<file path="src/rtl/writeback_unit.sv">
// Writeback stage: merges ALU results and formatted load responses into one
// registered register-file write per cycle, tracking outstanding loads in order.
module writeback_unit #(
    parameter int unsigned DATA_W   = 32,
    parameter int unsigned ADR_W    = 5,
    parameter int unsigned LD_DEPTH = 2
) (
    input  logic              clk,
    input  logic              rst,
    input  logic              alu_valid,
    output logic              alu_ready,
    input  logic [ADR_W-1:0]  alu_rd,
    input  logic [DATA_W-1:0] alu_data,
    input  logic              ld_req_valid,
    output logic              ld_req_ready,
    input  logic [ADR_W-1:0]  ld_req_rd,
    input  logic [2:0]        ld_req_funct3,
    input  logic [1:0]        ld_req_offset,
    input  logic              ld_resp_valid,
    output logic              ld_resp_ready,
    input  logic [DATA_W-1:0] ld_resp_data,
    input  logic [ADR_W-1:0]  chk_rs,
    output logic              chk_hit,
    output logic              ld_busy,
    output logic              rd_en,
    output logic [ADR_W-1:0]  rd,
    output logic [DATA_W-1:0] rd_din
);

    localparam int unsigned PTR_W = (LD_DEPTH > 1) ? $clog2(LD_DEPTH) : 1;
    localparam int unsigned CNT_W = $clog2(LD_DEPTH + 1);

    typedef struct packed {
        logic [ADR_W-1:0] rd;
        logic [2:0]       funct3;
        logic [1:0]       offset;
    } ld_entry_t;

    ld_entry_t            ld_q [LD_DEPTH];
    logic [LD_DEPTH-1:0]  ld_vld;
    logic [PTR_W-1:0]     wr_ptr;
    logic [PTR_W-1:0]     rd_ptr;
    logic [CNT_W-1:0]     count;

    ld_entry_t            head;
    logic                 full;
    logic                 empty;
    logic                 push;
    logic                 pop;
    logic                 alu_fire;
    logic [7:0]           ld_byte;
    logic [15:0]          ld_half;
    logic [DATA_W-1:0]    ld_fmt;

    assign full          = (count == CNT_W'(LD_DEPTH));
    assign empty         = (count == '0);
    assign ld_req_ready  = !full;
    assign ld_resp_ready = !empty;
    assign ld_busy       = !empty;
    assign alu_ready     = !(ld_resp_valid && ld_resp_ready);

    assign push     = ld_req_valid && ld_req_ready;
    assign pop      = ld_resp_valid && ld_resp_ready;
    assign alu_fire = alu_valid && alu_ready;
    assign head     = ld_q[rd_ptr];

    // Load-use hazard check over every live entry, including one popping now
    always_comb begin
        chk_hit = 1'b0;
        for (int i = 0; i < int'(LD_DEPTH); i++) begin
            if (ld_vld[i] && (ld_q[i].rd == chk_rs)) begin
                chk_hit = 1'b1;
            end
        end
        if (chk_rs == '0) begin
            chk_hit = 1'b0;
        end
    end

    // Extract and extend load data according to the head entry
    always_comb begin
        ld_byte = ld_resp_data[{head.offset, 3'b000} +: 8];
        ld_half = ld_resp_data[{head.offset[1], 4'b0000} +: 16];
        case (head.funct3)
            3'b000:  ld_fmt = {{(DATA_W-8){ld_byte[7]}}, ld_byte};
            3'b001:  ld_fmt = {{(DATA_W-16){ld_half[15]}}, ld_half};
            3'b100:  ld_fmt = DATA_W'(ld_byte);
            3'b101:  ld_fmt = DATA_W'(ld_half);
            default: ld_fmt = ld_resp_data;
        endcase
    end

    always_ff @(posedge clk) begin
        if (push) begin
            ld_q[wr_ptr] <= '{rd: ld_req_rd, funct3: ld_req_funct3, offset: ld_req_offset};
        end
    end

    always_ff @(posedge clk) begin
        if (rst) begin
            ld_vld <= '0;
            wr_ptr <= '0;
            rd_ptr <= '0;
            count  <= '0;
        end else begin
            if (push) begin
                ld_vld[wr_ptr] <= 1'b1;
                wr_ptr         <= wr_ptr + PTR_W'(1);
            end
            if (pop) begin
                ld_vld[rd_ptr] <= 1'b0;
                rd_ptr         <= rd_ptr + PTR_W'(1);
            end
            if (push && !pop) begin
                count <= count + CNT_W'(1);
            end else if (pop && !push) begin
                count <= count - CNT_W'(1);
            end
        end
    end

    // Write port register; loads win, x0 destinations never assert rd_en
    always_ff @(posedge clk) begin
        if (rst) begin
            rd_en  <= 1'b0;
            rd     <= '0;
            rd_din <= '0;
        end else if (pop) begin
            rd_en  <= (head.rd != '0);
            rd     <= head.rd;
            rd_din <= ld_fmt;
        end else if (alu_fire) begin
            rd_en  <= (alu_rd != '0);
            rd     <= alu_rd;
            rd_din <= alu_data;
        end else begin
            rd_en  <= 1'b0;
        end
    end

endmodule

</file>
<file path="config.mk">
export PLATFORM = sky130hd
export DESIGN_NAME = writeback_unit
export DESIGN_NICKNAME = d
export VERILOG_FILES = /design/src/rtl/writeback_unit.sv
export SDC_FILE = /design/constraint.sdc
export NUM_CORES = 1
export LEC_CHECK = 0
export ABC_AREA = 1
export CORE_MARGIN = 2
export CORE_UTILIZATION = 50
export DETAILED_ROUTE_END_ITERATION = 12
export PLACE_DENSITY = 0.95
export REMOVE_ABC_BUFFERS = 1
export SLEW_MARGIN = 25
export SYNTH_ARGS = -nofsm -noshare
export SYNTH_HDL_FRONTEND = slang
export SYNTH_SLANG_ARGS = --single-unit
</file>
<file path="constraint.sdc">
create_clock -name clk -period 4.65 [get_ports clk]
set_input_delay 0.6975 -clock clk [delete_from_list [all_inputs] [get_ports clk]]
set_output_delay 0.6975 -clock clk [all_outputs]
set_load 0.02 [all_outputs]
</file>
== Word level (Yosys, flattened, before mapping) ==
Memories as Yosys holds them, arrays and structs flattened. A register that Yosys moved wholly into a read port is not among the register bits.
Index checks and enable logic that the tools add are counted.
Cells by class
  add/subtract/negate cells: 4
  $lt $le $gt $ge: 4
  eq/ne operators: 6
  shift operators: 2
  multiplexer cells: 23
  bitwise gates (word level): 3
  reduce and logical (&&, ||, !) cells: 20
Operator list (number)
  32-bit case mux with 4 select lines: 1
  32-bit two-way mux: 2
  32-bit by 6-bit indexed part select with 16-bit output: 1
  32-bit by 6-bit indexed part select with 8-bit output: 1
  1-bit two-way mux: 11
  5-bit equality test: 2
  2-bit two-way mux: 5
  5-bit two-way mux: 2
  5-bit nonzero test: 2
  1-bit logical AND: 9
  3-bit equality test, second input constant: 2
  5-bit logical NOT: 1
  1-bit logical NOT: 4
  1-bit by 2-bit less-than comparator with 1-bit output, second input constant: 2
  2-bit nonzero test: 2
  3-bit by 1-bit equality test with 1-bit output, second input constant: 1
  3-bit logical NOT: 1
  1-bit adder, second input constant: 2
  2-bit by 1-bit adder with 2-bit output, second input constant: 1
  2-bit AND: 1
  1-bit demux with 1-bit select: 2
  2-bit equality test, second input constant: 1
  1-bit >= comparator, second input constant: 2
  2-bit logical NOT: 1
  3 further kinds: 3
Storage, ports and cells
  register bits: 44
  RAM bits: 20
  logic and storage cells: 70
  memories kept: 1
Memories
  ld_q: words 2, bits a word 10, rd ports 3, clocked after memory_dff 1, wr ports 1, RTL line 39  | ld_entry_t ld_q [LD_DEPTH];

== Longest topological paths before layout ==
Gate-level depths: netlist of the first run.
  depth in word-level cells: 9
  gate-level depth with buffers: 13

== Worst setup path after synthesis of the first run ==
OpenSTA, ideal clock, no wires.
  kind: input-to-output
  start: in chk_rs[0]
  end: out chk_hit
  arrival time: 1.457 ns
  required time: 3.953 ns
  slack: 2.495 ns
  stages on the path: 5
  path buffers: 0
  path through: inv_1 -> o21ai_0 -> a211oi_1 -> nand4_1 -> a21oi_1
Between the ends
  longest elaborated chain between the ends: 5
  elaborated cells on any way between the ends: 8
  those cells by class: 2 x eq/ne; 3 x mux; 3 x reduce/logical
Ends and longest elaborated chain
  from (decl): RTL line 22  | input logic [ADR_W-1:0] chk_rs,
  5-bit equality test: RTL line 71  | if (ld_vld[i] && (ld_q[i].rd == chk_rs)) begin
  1-bit logical AND: RTL line 71
  1-bit two-way mux (2 in a row): RTL line 71
  1-bit two-way mux *: RTL line 75  | if (chk_rs == '0) begin
  to (decl): RTL line 23  | output logic chk_hit,
Every way passes the cells marked *; elsewhere a longest branch is shown, timed or not.

== Worst setup path in the final report of the first run ==
Same ends and word-level chain as after synthesis.

==> results of run 1 <==
[sequential cells by signal, summed over array words and instances (netlist names), named ones only]
register  count
rd_din       32
ld_q         20
rd            5
count         2
ld_vld        2
rd_en         1
rd_ptr        1
wr_ptr        1
[power by group]
part           switching, mW  internal, mW  leakage (nW)  total (mW)
Combinational          0.756         0.502          1.57        1.26
Sequential            0.0762         0.712         0.561       0.788
Clock                  0.243         0.252         0.102       0.495
Total                   1.08          1.47          2.23        2.54
[through the flow]
step / instance area (um2) / power, mW / hold slack, ps / worst slack [ps]
after floorplan: 3680 / 1.58 / 422 / 1410
after detailed placement: 5150 / 2.04 / 459 / 1530
after CTS: 5350 / 2.54 / 473 / 1530
after global routing: 5350 / 2.71 / 505 / 1390
final: 5350 / 2.54 / 476 / 1510
after global placement: 5150 / 2.00 / 454 / 1590
[synth_stat cells, drive strengths merged (2+ instances only)]
| cell type | n | area (um2) |
|---|---|---|
| nand3 | 49 | 358 |
| edfxtp | 20 | 601 |
| nand3b | 2 | 15.0 |
| o221ai | 8 | 70.1 |
| a21oi | 62 | 385 |
| nor3 | 2 | 21.3 |
| nor2 | 21 | 88.8 |
| or2 | 21 | 131 |
| clkbuf | 11 | 41.3 |
| nand2 | 137 | 557 |
| o21ai | 47 | 254 |
| o211ai | 6 | 45.0 |
| dfxtp | 45 | 901 |
| buf | 19 | 140 |
| xnor2 | 3 | 26.3 |
| a211oi | 2 | 15.0 |
| inv | 44 | 168 |
[worst min-delay path, cell delays in order (launching register included)]
cell	delay (ps)
dfxtp_1	340
inv_1	50
a21oi_1	50
[per-layer routing]
layer | track usage (%) | share of wire, % | routed length (um) | vias up
met2 | 46.2 | 48 | 5430 | 220
li1 | - | - | - | 1918
met5 | 0 | 0 | 0 | -
met3 | 6.08 | 7.4 | 833 | 39
met4 | 8.46 | 2.7 | 300 | 0
met1 | 33.2 | 41 | 4630 | 1794
[final timing paths]
| path | from | end | slack (ps) | depth (start not counted) |
|---|---|---|---|---|
| worst max-delay path | chk_rs[0] | chk_hit | 1510 | 7 |
| worst min-delay path | ld_vld[1] | ld_vld[1] | 480 | 2 |
| worst max register to register | count[0] | rd[1] | 2190 | 10 |
| worst min register to register | ld_vld[1] | ld_vld[1] | 480 | 2 |
[cell families (layout without fill, tap and decap cells)]
| family | after synthesis | count (layout) |
|---|---|---|
| AND/OR/NAND/NOR | 234 | 234 |
| adder cells (fa/ha/maj) | 1 | 1 |
| AO/OA/AOI/OAI | 127 | 127 |
| flip-flops | 65 | 65 |
| buffers and inverters | 74 | 194 |
| XOR/XNOR | 4 | 4 |
[cell type report]
cell class	instances	share of cell area, %
clock inverters	7	1.45
multi-input cells	366	37.7
repair buffers	134	24.9
inverters	44	3.13
flip-flops and latches	65	28.1
well taps	102	2.39
clock buffers	9	2.32
[cells in the final DEF, fill, tap and decap left out, drive strengths merged]
cell type,count
clkdlybuf4s50,131
nand2,137
nand4,1
nor4,1
xor2,1
clkinv,4
clkbuf,9
o21ai,47
o221ai,8
xnor2,3
nand3b,2
inv,46
o22ai,1
or2,21
ha,1
a21oi,62
a211oi,2
o31ai,1
edfxtp,20
o211ai,6
bufinv,1
dfxtp,45
nor3,2
buf,3
nand3,49
nor2,21
==> flow_summary.yaml, run 1 <==
outcome:
  outcome: "finished, final reports clean"
clock_tree:
  clock_latency_ps: 350
  cts-root-buf: "clkbuf_8"
  clkSlewWorstSetupHoldPaths_ps: 80
  max-clock-path-buffers: 2
  numCtsBuffers: 9
  clock-sinks: 65
  cts_tree: "built"
  h-tree-depth: 3
  cts_setup_buffers: 0
  cts_resized: 0
  postCtsHoldBufs: 0
route:
  wl_per_cell_um: 15.4
  wirelength_mm: 11.2
  drc_errors: 0
  vias: 3971
  via_per_inst: 5.46
  drtIter0Drc: 228
  firstDrtPassIters: 5
  postRouteAntennaNets: 0
timing:
  slew-limit-headroom_pct: 30.7
  clock_skew_ps: 9.93
  tightest_slew_ps: 1040
  setup-tns-final_ps: 0
  drv_slew: 0
  rsz0062_at_grt: "no"
  clock.fmax_ghz: 0.319
  setup_viol: 0
  min_period_over_period_pct: 67.5
  final_hold_viol_count: 0
  timing.final.crit_period_ps: 3140
final_layout:
  fillers: 592
  final_util_pct: 70.3
  ff_latch_area_um2: 1500
  syn2layout_area_growth_pct: 38.4
  multi_input_area_um2: 2020
  antennaDiodeCount: 0
  layout.cells.non_filler: 727
  num-nets-final: 710
  drive_gt1_share_pct: 15.7
pwr:
  p_per_area_nw_per_um2: 475
  ir_drop_uv: 418
  cellLeakagePower_nw: 2.23
critical_path:
  crit_family: "buffers and inverters"
  crit_type: "in2out"
  crit_path_frequent_cell: "clkdlybuf4s50_1"
  cp_data_required_time_ps: 3950
  startpoint_type: "input port"
  critical_path_arrival_ps: 2440
  critPathSlowestCell: "clkdlybuf4s50_1"
  end_kind: "output pin"
  crit_fanout: 4
  worstPathCellList: "clkdlybuf4s50_1 > inv_1 > o21ai_0 > a211oi_1 > nand4_1 > a21oi_1 > clkdlybuf4s50_1"
  max_stage_delay_ps: 610
  critPathBufInv: 3
floorplanning:
  dieArea_um2: 8450
  die_w_um: 91.9
  start_util_pct: 50.8
  row_count: 32
  io_pins: 132
  core_um2: 7610
  die_h_um: 91.9
placement:
  gp_congestion: 0.953
  dp_cells: 711
  hpwlAfterDp_mm: 8.08
  portBuffers: 131
yosys:
  synth_adder_area_share_pct: 0.324
  synthXorXnorAreaFrac_pct: 0.906
  synth_edf_count: 20
  synthSimpleGateAreaFrac_pct: 30.6
  async_flop_share_pct: 0
  synthCells: 505
  syn_avg_cell_area_um2: 7.65
  synthFlopType: "dfxtp_1"
  synth-compound-area-share_pct: 20.3
  netlist_area_um2: 3860
  synth_top_family_by_area: "simple AND/OR/NAND/NOR gates"
  ys_seq_elements: 65
  synth.distinct_cells: 37
  ys_warn_count: 0
  seq_area_frac_synth_pct: 38.8
  synth_mux_area_share_pct: 0
job:
  cap_violations: 0
grt:
  grt.overflow.total: 0
  grtUsageTotal_pct: 26.8
  antenna_found_initial: 0
  grt_first_pass_wirelength_mm: 18.1
  grt_start_max_net_pins: 47
  grt_pass1_vias: 3773
hold_path:
  hp-class: "reg2reg"
(Power assumes the default switching activity.)
==> run 2, diff against run 1 <==
--- a/config.mk
+++ b/config.mk
@@ -7,9 +7,9 @@
 export LEC_CHECK = 0
 export ABC_AREA = 1
 export CORE_MARGIN = 2
-export CORE_UTILIZATION = 50
+export CORE_UTILIZATION = 46
 export DETAILED_ROUTE_END_ITERATION = 12
-export PLACE_DENSITY = 0.95
+export PLACE_DENSITY = 0.9
 export REMOVE_ABC_BUFFERS = 1
 export SLEW_MARGIN = 25
 export SYNTH_ARGS = -nofsm -noshare
==> constraint.sdc (replaced) <==
create_clock -name clk -period 2.9 [get_ports clk]
set_input_delay 0.435 -clock clk [delete_from_list [all_inputs] [get_ports clk]]
set_output_delay 0.435 -clock clk [all_outputs]
set_load 0.02 [all_outputs]
==> run 2 against run 1 <==
Clock power up 53%. Non-clock buffer count grew 5. Clock skew shrank 0.57 ps. Register-to-register slack lost 1500 ps. Critical endpoint unchanged. Largest cell class unchanged. Largest power group unchanged. Highest routed layer unchanged.
==> flow_summary.yaml, run 2 (synthesized netlist as in run 1, its figures left out) <==
clock_tree:
  clock-sinks: 65
  cts_setup_buffers: 0
  cts-root-buf: "clkbuf_8"
  max-clock-path-buffers: 2
  h-tree-depth: 3
  clock_latency_ps: 350
  cts_tree: "built"
  numCtsBuffers: 9
  clkSlewWorstSetupHoldPaths_ps: 70
  cts_resized: 0
  postCtsHoldBufs: 0
pwr:
  clkPwrFrac_pct: 18.7
  internal_power_mw: 2.36
  swShare_pct: 41.8
  p_seq_share_pct: 30.9
  cellLeakagePower_nw: 2.24
  p_per_area_nw_per_um2: 753
  power_mw: 4.06
  ir_drop_uv: 512
  pwr-share-comb_pct: 50.4
  netSwitchingPower_mw: 1.69
critical_path:
  end_kind: "output pin"
  cp_data_required_time_ps: 2470
  crit_start: "chk_rs[1]"
  worstRegToRegCells: 9
  crit_type: "in2out"
  crit_fanout: 3
  critical_path_arrival_ps: 2320
  startpoint_type: "input port"
hold_path:
  worstHoldPathCells: 2
  hp-class: "reg2reg"
  min-delay-start: "ld_vld[1]"
grt:
  grt.overflow.total: 0
  grt_first_pass_wirelength_mm: 17.1
  grt_start_max_net_pins: 46
  grtUsageTotal_pct: 24.5
  grt_pass1_vias: 3712
  antenna_found_initial: 0
placement:
  placed_cell_area_um2: 5200
  gp_congestion: 0.945
  hpwlAfterDp_mm: 8.26
  dp_slack_ps: 189
  portBuffers: 131
timing:
  min_period_over_period_pct: 95.0
  slew-limit-headroom_pct: 46.7
  rsz0062_at_grt: "no"
  drv_slew: 0
  final_hold_viol_count: 0
  setup_viol: 0
  clock_skew_ps: 9.35
  timing.final.crit_period_ps: 2750
  setup_ws_ps: 145
  clock.fmax_ghz: 0.363
  tightest_slew_ps: 797
final_layout:
  final_common_cell: "clkdlybuf4s50_1"
  largest_reg_flops: 32
  regMostFlops: "rd_din"
  post-route-cell-area_um2: 5380
  antennaDiodeCount: 0
  num-nets-final: 715
  layout_common_cells: "clkdlybuf4s50_1, nand2_1, dfxtp_1, o21ai_0"
  syn2layout_area_growth_pct: 39.3
  final_util_pct: 65.9
  reg_top3: "rd_din (32), ld_q (20), rd (5)"
  drive_gt1_share_pct: 16.3
route:
  wirelength_mm: 11.1
  via_per_inst: 5.35
  firstDrtPassIters: 6
  wl_per_cell_um: 15.0
  vias: 3932
  postRouteAntennaNets: 0
  drtIter0Drc: 196
  drc_errors: 0
floorplanning:
  core_um2: 8180
  dieArea_um2: 9150
  row_count: 33
  start_util_pct: 47.3
  die_w_um: 95.7
  io_pins: 132
  die_h_um: 95.7
job:
  cap_violations: 0
outcome:
  outcome: "finished, final reports clean"
[run 2: cell types whose count changed in the layout (fill, tap and decap cells not counted), sizes merged]
cell / before / now
buf: 3 / 8
clkbuf: 9 / 10
clkinv: 4 / 3
clkinvlp: 0 / 2
inv: 46 / 44
[run 2: final timing paths]
| path | end | slack [ps] |
|---|---|---|
| worst max-delay path | chk_hit | 150 |
| worst min-delay path | ld_vld[1] | 470 |
| worst max register to register | rd_din[13] | 650 |
| worst min register to register | ld_vld[1] | 470 |
[run 2: area by class of cell]
type / count / area, um2
clock buffers: 10 / 128
clock inverters: 6 / 60.1
fillers: 708 / 2790
inverters: 44 / 168
multi-input cells: 366 / 2020
flip-flops and latches: 65 / 1500
well taps: 105 / 131
repair buffers: 139 / 1370
[run 2: worst max-delay path, cell delays in order]
cell             delay [ps]
clkdlybuf4s50_1         520
inv_1                    90
nand2_1                  60
nand2_1                  60
nor3_1                  180
nand3_1                 120
a21oi_1                 220
clkdlybuf4s50_1         640
[run 2: power groups by stage]
stage | clock [mW] | combinational [mW] | sequential (mW)
final | 0.758 | 2.04 | 1.25
after global routing | 0.811 | 2.24 | 1.28
after CTS | 0.761 | 2.04 | 1.26
after detailed placement | 0 | 2.03 | 1.27
after global placement | 0 | 1.98 | 1.26
after floorplan | 0 | 1.12 | 1.41
[run 2: metrics by stage]
stage	cells	hold WS [ps]	setup TNS, ps
finish	735	468	0
global route	735	499	0
CTS	735	473	0
detailed placement	719	462	0
global placement	719	453	0
floorplan	475	422	-3240
[run 2: routing by layer]
| metal | track usage (%) | up-vias | share of wire, % |
|---|---|---|---|
| met1 | 29.4 | 1788 | 41 |
| met3 | 5.45 | 26 | 7.7 |
| li1 | - | 1929 | - |
| met5 | 0 | - | 0 |
| met4 | 9.88 | 0 | 2.1 |
| met2 | 42.3 | 189 | 50 |
==> run 3, diff against run 2 <==
==> constraint.sdc (replaced) <==
create_clock -name clk -period 2.9 [get_ports clk]
set_input_delay 0.435 -clock clk [delete_from_list [all_inputs] [get_ports clk]]
set_output_delay 0.435 -clock clk [all_outputs]
set_load 0.01 [all_outputs]
==> run 3 against run 2 <==
Clock-buffer cell count unchanged. Critical path depth is the same. Via count down 0.56%. Global-route usage shrank 0.55 points. Non-clock buffer count unchanged.
==> flow_summary.yaml, run 3 (synthesized netlist as in run 1, its figures left out) <==
route:
  via_per_inst: 5.32
  met3_length_um: 924
  drtIter0Drc: 200
  drc_errors: 0
  m1WireLength_mm: 4.49
  firstDrtPassIters: 7
  vias: 3910
  dr.max_layer_used: "met4"
  wl_met2_mm: 5.26
  wirelength_mm: 10.8
  wl_per_cell_um: 14.7
  postRouteAntennaNets: 0
final_layout:
  layout_common_cells: "clkdlybuf4s50_1, nand2_1, dfxtp_1, o21ai_0"
  largest_reg_flops: 32
  reg_top3: "rd_din (32), ld_q (20), rd (5)"
  final_common_cell: "clkdlybuf4s50_1"
  drive_gt1_share_pct: 16.3
  antennaDiodeCount: 0
  post-route-cell-area_um2: 5390
  layout.cells.non_filler: 735
  num-nets-final: 715
  regMostFlops: "rd_din"
  final_util_pct: 65.9
  syn2layout_area_growth_pct: 39.3
timing:
  min_period_over_period_pct: 91.1
  tightest_slew_ps: 712
  setup-tns-final_ps: 0
  setup_ws_ps: 258
  final_hold_viol_count: 0
  clock_skew_ps: 7.61
  timing.final.crit_period_ps: 2640
  slew-limit-headroom_pct: 52.5
  clock.fmax_ghz: 0.378
  drv_slew: 0
  setup_viol: 0
  whs_ps: 470
  rsz0062_at_grt: "no"
placement:
  dp_cells: 719
  placed_cell_area_um2: 5190
  dp_slack_ps: 318
  hpwlAfterDp_mm: 8.02
  gp_congestion: 0.932
  portBuffers: 131
clock_tree:
  max-clock-path-buffers: 2
  postCtsHoldBufs: 0
  cts_setup_buffers: 0
  h-tree-depth: 3
  clock_latency_ps: 350
  numCtsBuffers: 9
  clkSlewWorstSetupHoldPaths_ps: 70
  cts-root-buf: "clkbuf_8"
  cts_tree: "built"
  clock-sinks: 65
  cts_resized: 0
floorplanning:
  io_pins: 132
  start_util_pct: 47.3
  die_w_um: 95.7
  row_count: 33
  core_um2: 8180
  dieArea_um2: 9150
  die_h_um: 95.7
hold_path:
  hp-class: "reg2reg"
  min-delay-start: "ld_vld[1]"
  min_to: "ld_vld[1]"
  worstHoldPathCells: 2
critical_path:
  crit_family: "buffers and inverters"
  crit_type: "in2out"
  r2r_end: "rd_din[13]"
  ff2ff_setup_slack_ps: 620
  startpoint_type: "input port"
  critPathBufInv: 3
  end_kind: "output pin"
  cp_data_required_time_ps: 2470
  worstRegToRegCells: 8
  crit_fanout: 4
  max_stage_delay_ps: 550
  critPathSlowestCell: "clkdlybuf4s50_1"
  critical_path_arrival_ps: 2210
  worstPathCellList: "clkdlybuf4s50_1 > inv_1 > nand2_1 > nand2_1 > nor3_1 > nand3_1 > a21oi_1 > clkdlybuf4s50_1"
grt:
  grtUsageTotal_pct: 24.0
  grt_first_pass_wirelength_mm: 17.0
  grt.overflow.total: 0
  grt_pass1_vias: 3703
  grt_start_max_net_pins: 46
  antenna_found_initial: 0
pwr:
  ir_drop_uv: 387
  cellLeakagePower_nw: 2.25
  p_per_area_nw_per_um2: 732
  power_mw: 3.94
job:
  cap_violations: 0
outcome:
  outcome: "finished, final reports clean"
run 3: changes by cell type in the layout (fill, tap and decap cells not counted), sizes merged:
cell	change
inv	+1
clkinvlp	-1
run 3: how the worst max path moves through the flow:
stage	cells after the start	endpoint	startpoint
2_1_floorplan	9	rd[1]	count[1]
3_3_place_gp	8	chk_hit	chk_rs[1]
3_5_place_dp	8	chk_hit	chk_rs[0]
4_1_cts	8	chk_hit	chk_rs[0]
5_1_grt	8	chk_hit	chk_rs[0]
6_report	8	chk_hit	chk_rs[0]
run 3: per-layer routing:
metal,GRT usage (%),up-vias
met2,41.3,166
met1,29.8,1801
met4,6.19,0
li1,-,1932
met3,6.01,11
met5,0,-
run 3: power breakdown:
| group | total [mW] | leakage [nW] | internal, mW | switching (mW) |
|---|---|---|---|---|
| logic | 1.92 | 1.59 | 0.825 | 1.09 |
| registers | 1.25 | 0.561 | 1.14 | 0.111 |
| clock network | 0.773 | 0.0968 | 0.401 | 0.371 |
run 3: cell type report:
| class | instances | area (um2) |
|---|---|---|
| multi-input cells | 366 | 2020 |
| repair buffers | 139 | 1370 |
| fillers | 693 | 2790 |
| clock buffers | 10 | 128 |
| inverters | 44 | 168 |
| well taps | 105 | 131 |
| flip-flops and latches | 65 | 1500 |
| clock inverters | 6 | 68.8 |
run 3: worst reg2reg max path, cell delays in order (launching register included):
cell	delay, ps
dfxtp_1	650
nand2_1	210
nand2_2	300
nand2_1	120
nand3_1	160
nand3_4	350
nand3_1	200
nand2_1	90
a21oi_1	140
